--- src/rtl/alu_slice_mul.sv ---
// Single-slice 2901-style ALU datapath with register file, Q register and an
// iterative unsigned shift-and-add multiply sequencer (start/busy/done).
module alu_slice_mul #(
    parameter int WIDTH  = 16,
    parameter int ADDR_W = 4
) (
    input  logic              clock,
    input  logic              reset,
    input  logic [WIDTH-1:0]  din,
    input  logic [ADDR_W-1:0] a_sel,
    input  logic [ADDR_W-1:0] b_sel,
    input  logic [2:0]        alu_src,
    input  logic [2:0]        alu_op,
    input  logic [2:0]        alu_dest,
    input  logic              cin,
    input  logic              ram_lsb_in,
    input  logic              ram_msb_in,
    input  logic              q_lsb_in,
    input  logic              q_msb_in,
    input  logic              start,
    output logic [WIDTH-1:0]  yout,
    output logic              cout,
    output logic              fzero,
    output logic              fmsb,
    output logic              ovr,
    output logic              ram_lsb_out,
    output logic              ram_msb_out,
    output logic              q_lsb_out,
    output logic              q_msb_out,
    output logic              busy,
    output logic              done
);

    localparam int NREGS = 1 << ADDR_W;
    localparam int CNT_W = $clog2(WIDTH + 1);

    typedef enum logic [1:0] {
        S_IDLE = 2'd0,
        S_MUL  = 2'd1,
        S_WB   = 2'd2
    } state_t;

    logic [WIDTH-1:0]  regs_q [NREGS];
    logic [WIDTH-1:0]  q_q, q_d;
    logic [WIDTH-1:0]  acc_q, acc_d;
    logic [WIDTH-1:0]  m_q, m_d;
    logic [ADDR_W-1:0] idx_q, idx_d;
    logic [CNT_W-1:0]  cnt_q, cnt_d;
    state_t            state_q, state_d;
    logic              done_q, done_d;

    logic              rf_we;
    logic [ADDR_W-1:0] rf_waddr;
    logic [WIDTH-1:0]  rf_wdata;

    logic [WIDTH-1:0]  a_val, b_val;
    logic [WIDTH-1:0]  r_opd, s_opd;
    logic [WIDTH+1:0]  alu_res;
    logic [WIDTH-1:0]  f_val;
    logic              f_cout, f_ovr;
    logic [WIDTH:0]    mul_sum;

    // Returns {ovr, cout, F}; the carry into the MSB comes from a WIDTH-1 bit add.
    function automatic logic [WIDTH+1:0] alu_eval(
        input logic [2:0]       op,
        input logic [WIDTH-1:0] r,
        input logic [WIDTH-1:0] s,
        input logic             c
    );
        logic [WIDTH-1:0] x, y, low, f;
        logic [WIDTH:0]   sum;
        logic             co, ov;
        x  = r;
        y  = s;
        f  = '0;
        co = 1'b0;
        ov = 1'b0;
        case (op)
            3'd1:    begin x = s; y = ~r; end
            3'd2:    begin x = r; y = ~s; end
            default: begin x = r; y = s;  end
        endcase
        sum = {1'b0, x} + {1'b0, y} + {{WIDTH{1'b0}}, c};
        low = {1'b0, x[WIDTH-2:0]} + {1'b0, y[WIDTH-2:0]} + {{(WIDTH-1){1'b0}}, c};
        case (op)
            3'd0, 3'd1, 3'd2: begin
                f  = sum[WIDTH-1:0];
                co = sum[WIDTH];
                ov = low[WIDTH-1] ^ sum[WIDTH];
            end
            3'd3:    f = r | s;
            3'd4:    f = r & s;
            3'd5:    f = ~r & s;
            3'd6:    f = r ^ s;
            default: f = ~(r ^ s);
        endcase
        return {ov, co, f};
    endfunction

    function automatic logic [WIDTH-1:0] shr_fill(input logic [WIDTH-1:0] v, input logic fill);
        return {fill, v[WIDTH-1:1]};
    endfunction

    function automatic logic [WIDTH-1:0] shl_fill(input logic [WIDTH-1:0] v, input logic fill);
        return {v[WIDTH-2:0], fill};
    endfunction

    assign a_val = regs_q[a_sel];
    assign b_val = regs_q[b_sel];

    always_comb begin
        r_opd = '0;
        s_opd = '0;
        case (alu_src)
            3'd0:    begin r_opd = a_val; s_opd = q_q;   end
            3'd1:    begin r_opd = a_val; s_opd = b_val; end
            3'd2:    begin r_opd = '0;    s_opd = q_q;   end
            3'd3:    begin r_opd = '0;    s_opd = b_val; end
            3'd4:    begin r_opd = '0;    s_opd = a_val; end
            3'd5:    begin r_opd = din;   s_opd = a_val; end
            3'd6:    begin r_opd = din;   s_opd = q_q;   end
            default: begin r_opd = din;   s_opd = '0;    end
        endcase
    end

    assign alu_res = alu_eval(alu_op, r_opd, s_opd, cin);
    assign f_val   = alu_res[WIDTH-1:0];
    assign f_cout  = alu_res[WIDTH];
    assign f_ovr   = alu_res[WIDTH+1];

    assign mul_sum = {1'b0, acc_q} + (q_q[0] ? {1'b0, m_q} : {(WIDTH+1){1'b0}});

    assign busy        = (state_q != S_IDLE);
    assign done        = done_q;
    assign yout        = busy ? acc_q : ((alu_dest == 3'd2) ? a_val : f_val);
    assign cout        = busy ? 1'b0 : f_cout;
    assign ovr         = busy ? 1'b0 : f_ovr;
    assign fzero       = busy ? 1'b0 : (f_val == '0);
    assign fmsb        = busy ? 1'b0 : f_val[WIDTH-1];
    assign ram_lsb_out = f_val[0];
    assign ram_msb_out = f_val[WIDTH-1];
    assign q_lsb_out   = q_q[0];
    assign q_msb_out   = q_q[WIDTH-1];

    always_comb begin
        state_d  = state_q;
        q_d      = q_q;
        acc_d    = acc_q;
        m_d      = m_q;
        idx_d    = idx_q;
        cnt_d    = cnt_q;
        done_d   = 1'b0;
        rf_we    = 1'b0;
        rf_waddr = b_sel;
        rf_wdata = f_val;
        case (state_q)
            S_IDLE: begin
                if (start) begin
                    // Multiplicand and destination are frozen here; a_sel/b_sel may move on.
                    m_d     = a_val;
                    idx_d   = b_sel;
                    acc_d   = '0;
                    cnt_d   = '0;
                    state_d = S_MUL;
                end else begin
                    case (alu_dest)
                        3'd0: q_d = f_val;
                        3'd1: ;
                        3'd2, 3'd3: rf_we = 1'b1;
                        3'd4: begin
                            rf_we    = 1'b1;
                            rf_wdata = shr_fill(f_val, ram_msb_in);
                            q_d      = shr_fill(q_q, q_msb_in);
                        end
                        3'd5: begin
                            rf_we    = 1'b1;
                            rf_wdata = shr_fill(f_val, ram_msb_in);
                        end
                        3'd6: begin
                            rf_we    = 1'b1;
                            rf_wdata = shl_fill(f_val, ram_lsb_in);
                            q_d      = shl_fill(q_q, q_lsb_in);
                        end
                        default: begin
                            rf_we    = 1'b1;
                            rf_wdata = shl_fill(f_val, ram_lsb_in);
                        end
                    endcase
                end
            end
            S_MUL: begin
                acc_d = mul_sum[WIDTH:1];
                q_d   = {mul_sum[0], q_q[WIDTH-1:1]};
                cnt_d = cnt_q + CNT_W'(1);
                if (cnt_q == CNT_W'(WIDTH - 1)) begin
                    state_d = S_WB;
                end
            end
            S_WB: begin
                rf_we    = 1'b1;
                rf_waddr = idx_q;
                rf_wdata = acc_q;
                done_d   = 1'b1;
                state_d  = S_IDLE;
            end
            default: state_d = S_IDLE;
        endcase
    end

    always_ff @(posedge clock) begin
        if (reset) begin
            state_q <= S_IDLE;
            q_q     <= '0;
            acc_q   <= '0;
            m_q     <= '0;
            idx_q   <= '0;
            cnt_q   <= '0;
            done_q  <= 1'b0;
            for (int i = 0; i < NREGS; i++) begin
                regs_q[i] <= '0;
            end
        end else begin
            state_q <= state_d;
            q_q     <= q_d;
            acc_q   <= acc_d;
            m_q     <= m_d;
            idx_q   <= idx_d;
            cnt_q   <= cnt_d;
            done_q  <= done_d;
            if (rf_we) begin
                regs_q[rf_waddr] <= rf_wdata;
            end
        end
    end

endmodule

--- config.mk ---
export PLATFORM = sky130hd
export DESIGN_NAME = alu_slice_mul
export DESIGN_NICKNAME = d
export VERILOG_FILES = /design/src/rtl/alu_slice_mul.sv
export SDC_FILE = /design/constraint.sdc
export NUM_CORES = 1
export LEC_CHECK = 0
export ABC_AREA = 1
export CORE_UTILIZATION = 30
export DETAILED_ROUTE_END_ITERATION = 10
export DONT_BUFFER_PORTS = 1
export GPL_TIMING_DRIVEN = 0
export PLACE_DENSITY = 0.43
export SLEW_MARGIN = 20
export SYNTH_ARGS = -nofsm -noshare
export SYNTH_HDL_FRONTEND = slang
export SYNTH_SLANG_ARGS = --single-unit
--- constraint.sdc ---
create_clock -name clock -period 6.6 [get_ports clock]
set_input_delay 1.32 -clock clock [delete_from_list [all_inputs] [get_ports clock]]
set_output_delay 1.32 -clock clock [all_outputs]
set_load 0.01 [all_outputs]
==> impl_results.md <==
* Vias per inst at 5.48
* Required time at the endpoint of the critical path at 5280 ps
* Cell types with the highest counts after synthesis: 895 x sky130_fd_sc_hd__nand2_1, 403 x sky130_fd_sc_hd__inv_1, 399 x sky130_fd_sc_hd__nand3_1
* Adder and majority gate portion of the synthesized area at 0.0292
* Setup CP Type: input port to primary output
* Mapped Avg Cell Area at 7.17 um2
* Number of hold violations in the final report at 0
* Category of the worst setup path launch point: input port
* Clock edge transition at the registers on the reported setup and hold paths at 50 ps
* TritonCTS clock tree: yes
* Maximum capacitance violations at 0
* Synth top area share at 0.333
* Area added between synthesis and finish at 16.4%
* Total routing resource utilization after global routing at 0.284
* Floorplan die area at 0.0780 mm2
* Yosys reg bits at 316
* Worst Hold End: q_q[8]$_SDFFE_PP0P_
* Post-Layout Inst Area at 0.0269 mm2
* Number of cells traversed by the worst register-to-register path at 10
* Status: finished, final reports clean
* Cell Count, Final, Fillers Out at 4354
* Mean routed wirelength per cell at 26.0 um
* R2r endpoint: regs_q[3][1]$_SDFFCE_PN0P_
* Area share of xor/xnor cells in the synthesized design at 0.000759
* Ratio of final minimum period to clock period at 0.980
* Crit path max fanout at 10
* Largest area contributor in the netlist: sky130_fd_sc_hd__edfxtp_1
* Max Slew Vio Count at 0
* Mapped cell area at 0.0231 mm2
* Sum of net half-perimeters after detailed placement at 84300 um
* Post-route DRC violation count at 0
* DRC violation total after the first TritonRoute iteration at 2830
* Setup repair after global routing missed its margin: true
* Number of fill cells in the layout at 8119
* Leakage power summed over all cells at 0.0115 uW
* Largest family of logic cells by synthesized area: simple AND/OR/NAND/NOR gates
* Initial antenna violation count at 2
* Root buffer cell: sky130_fd_sc_hd__clkbuf_16
* Number of distinct library cells after synthesis at 55
* Count of endpoints failing setup in the final report at 0
* Net count after synthesis at 3312
* Most frequently used flop master after synthesis: sky130_fd_sc_hd__edfxtp_1
* Maximum buffer depth of the clock tree at 3
* PD cells at 246 mW/mm2
* Wire length of the first global-routing pass at 160000 um
* Util after Layout at 0.353
* Time the final worst path needs with I/O delays and setup at 6470 ps
* Placed instance count at 4249
* Synth warn at 0
* Total number of nets in the final design at 3383
* Wire length reported by the detailed router at 113000 um
* First-pass detailed-route iteration total at 6
* Vias in the first global route at 22.7k
* Fraction of synthesis flops using an asynchronous set or reset pin at 0
* Quantity of hold-fixing buffers added after cts at 0
* Core Box Area at 0.0761 mm2
* Data arrival at the endpoint of the critical path at 5150 ps
* Share of the synthesized area in compound gates (AO/OA/AOI/OAI) at 0.159
* Global route overflow at 0
* Overall power of the completed layout at 6600 uW
* Critical Path Sink Type: primary output
* Hold-critical path depth at 2
* Critical R2R Launch: state_q[0]$_SDFFE_PP0P_
* Post-Syn Instances at 3219
* Cts bufs inserted at 42
* GP Congestion at 0.950
* Number of synthesized flops with an enable pin at 256
* Transition time at the pin with the least slew margin at 1200 ps
* Area occupied by multi-input gates at 0.0119 mm2
* Die Height at 279 um
* Path category of the worst min-delay check: flop to flop
* Crit-path max cell delay at 380 ps
* Count of vias placed by the detailed router at 23.9k
* Post-Place Cell Area at 0.0244 mm2
* Cell with the largest stage delay on the worst path: sky130_fd_sc_hd__ha_1
* Startpoint of the most critical hold path: q_q[8]$_SDFFE_PP0P_
* Cell chain of the critical path: inv_2, buf_4, nand3_1, nand3_1, nand2_1, nand2_1, nand3_1, nand3_2, inv_1, a22oi_1, o21ai_0, ha_1, a21oi_2, a21boi_0, nand3_1, nor2_1, nor2_1, nand2_2, o21ai_0, inv_1, nand4_4, nor2_1, o21ai_1
* Max Clock Skew at 64.9 ps
* Clock insertion delay at the later pin of the skew report at 610 ps
* Sequential-to-total area share from yosys stat at 0.385
* I/O Buffers at 0
* Top post-synthesis cells by area: sky130_fd_sc_hd__edfxtp_1 33%, sky130_fd_sc_hd__nand2_1 15%, sky130_fd_sc_hd__nand3_1 8.7%
* Initial core utilization at 0.303
* Remaining number of nets flagged by the antenna check after routing at 0
* Number of placement rows at 101
* Highest attainable clock frequency at 155 MHz
* Register area at 0.00889 mm2
* Maximum level of the CTS H-tree at 2
* Inserted Diodes at 0
* Proportion of layout cells with a drive suffix above 1 at 0.143
* Remaining max-slew budget at the tightest pin at 0.194
* Post-synthesis mux area share at 0
* Clock sink total at 316
* Floorplan die width at 279 um
* Final-layout setup total negative slack at 0 ps
* Post-Synth Simple-Gate Area at 0.305
* Reg-to-reg setup timing slack at 1880 ps
* Most used cell along the critical path: sky130_fd_sc_hd__nand3_1
* Most repeated cell in the gate-level netlist after synthesis: sky130_fd_sc_hd__nand2_1
* Maximum number of pins on one net before global-route repair at 17
* IR drop worst, VDD at 0.000172 V
* Number of I/O pins at 67
-- per-stage QoR --
| step | hold WS, ps | worst slack [ps] |
|---|---|---|
| 2_1_floorplan | 448 | 639 |
| 3_3_place_gp | 473 | -948 |
| 3_5_place_dp | 480 | -917 |
| 4_1_cts | 488 | -90.1 |
| 5_1_grt | 517 | -44.7 |
| 6_report | 490 | 129 |
-- final cells by class --
| class | instances | area share |
|---|---|---|
| Buffer | 201 | 0.0563 |
| Clock buffer | 49 | 0.0412 |
| Clock inverter | 29 | 0.0145 |
| Inverter | 416 | 0.0589 |
| Multi-Input combinational cell | 2286 | 0.443 |
| Sequential cell | 316 | 0.331 |
| Tap cell | 1030 | 0.0480 |
| Timing Repair Buffer | 27 | 0.00755 |
-- cells by family (layout without fill, tap and decap cells) --
logic type	count (synthesis)	count (layout)
AND/OR/NAND/NOR	1620	1620
buffers and inverters	617	722
AO/OA/AOI/OAI	612	612
flip-flops	316	316
adder cells (fa/ha/maj)	52	52
XOR/XNOR	2	2
-- layer usage --
| layer | vias up | track usage | part of all wire |
|---|---|---|---|
| li1 | 10900 | - | - |
| met1 | 11600 | 0.399 | 0.44 |
| met2 | 1224 | 0.439 | 0.43 |
| met3 | 213 | 0.0428 | 0.087 |
| met4 | 0 | 0.100 | 0.036 |
| met5 | - | 0 | 0 |
-- cell usage in the layout (no fill, tap or decap), drive strengths merged, types with 3 or more instances in the layout --
master	instances
or2	6
o22ai	22
buf	167
edfxtp	256
a22oi	21
a21oi	309
dfxtp	60
nor2	232
nand4	18
nor3	19
bufinv	8
a21o	3
inv	413
a211oi	8
clkbuf	110
ha	49
a31oi	19
o21ai	145
fa	3
o211ai	74
nand3	413
nand2	928
clkinv	22
-- state kept, by name (all words and copies together) (netlist names) --
name and count:
cnt_q 5, acc_q 16, done 1, state_q 2, m_q 16, idx_q 4, q_q 16, regs_q 256
-- power by group --
part	internal, uW	switching (uW)	leakage, uW
Sequential	2240	53.9	0.00313
Clock	1530	991	0.000744
Combinational	503	1290	0.00763
-- worst max-delay path by stage --
stage                           to      start  slack [ps]
final                     yout[12]   b_sel[1]         130
after global routing         fzero   a_sel[0]         -40
after CTS                    fzero   b_sel[1]         -90
after detailed placement     fzero  alu_op[0]        -920
after global placement       fzero  alu_op[0]        -950
after floorplan              fzero  alu_op[0]         640
-- repair_timing --
action,CTS,global route
pin swaps,6,24
setup buffers,4,23
resized for setup,108,128
setup endpoints to repair,19,18
-- worst max-delay path: cells and delay by family --
kind            cells  cell delay, ps
fa+ha+maj           1             380
compound gates      6             950
simple gates       12            1680
buf+inv             4             790
Power figures use the tool's default switching activity.
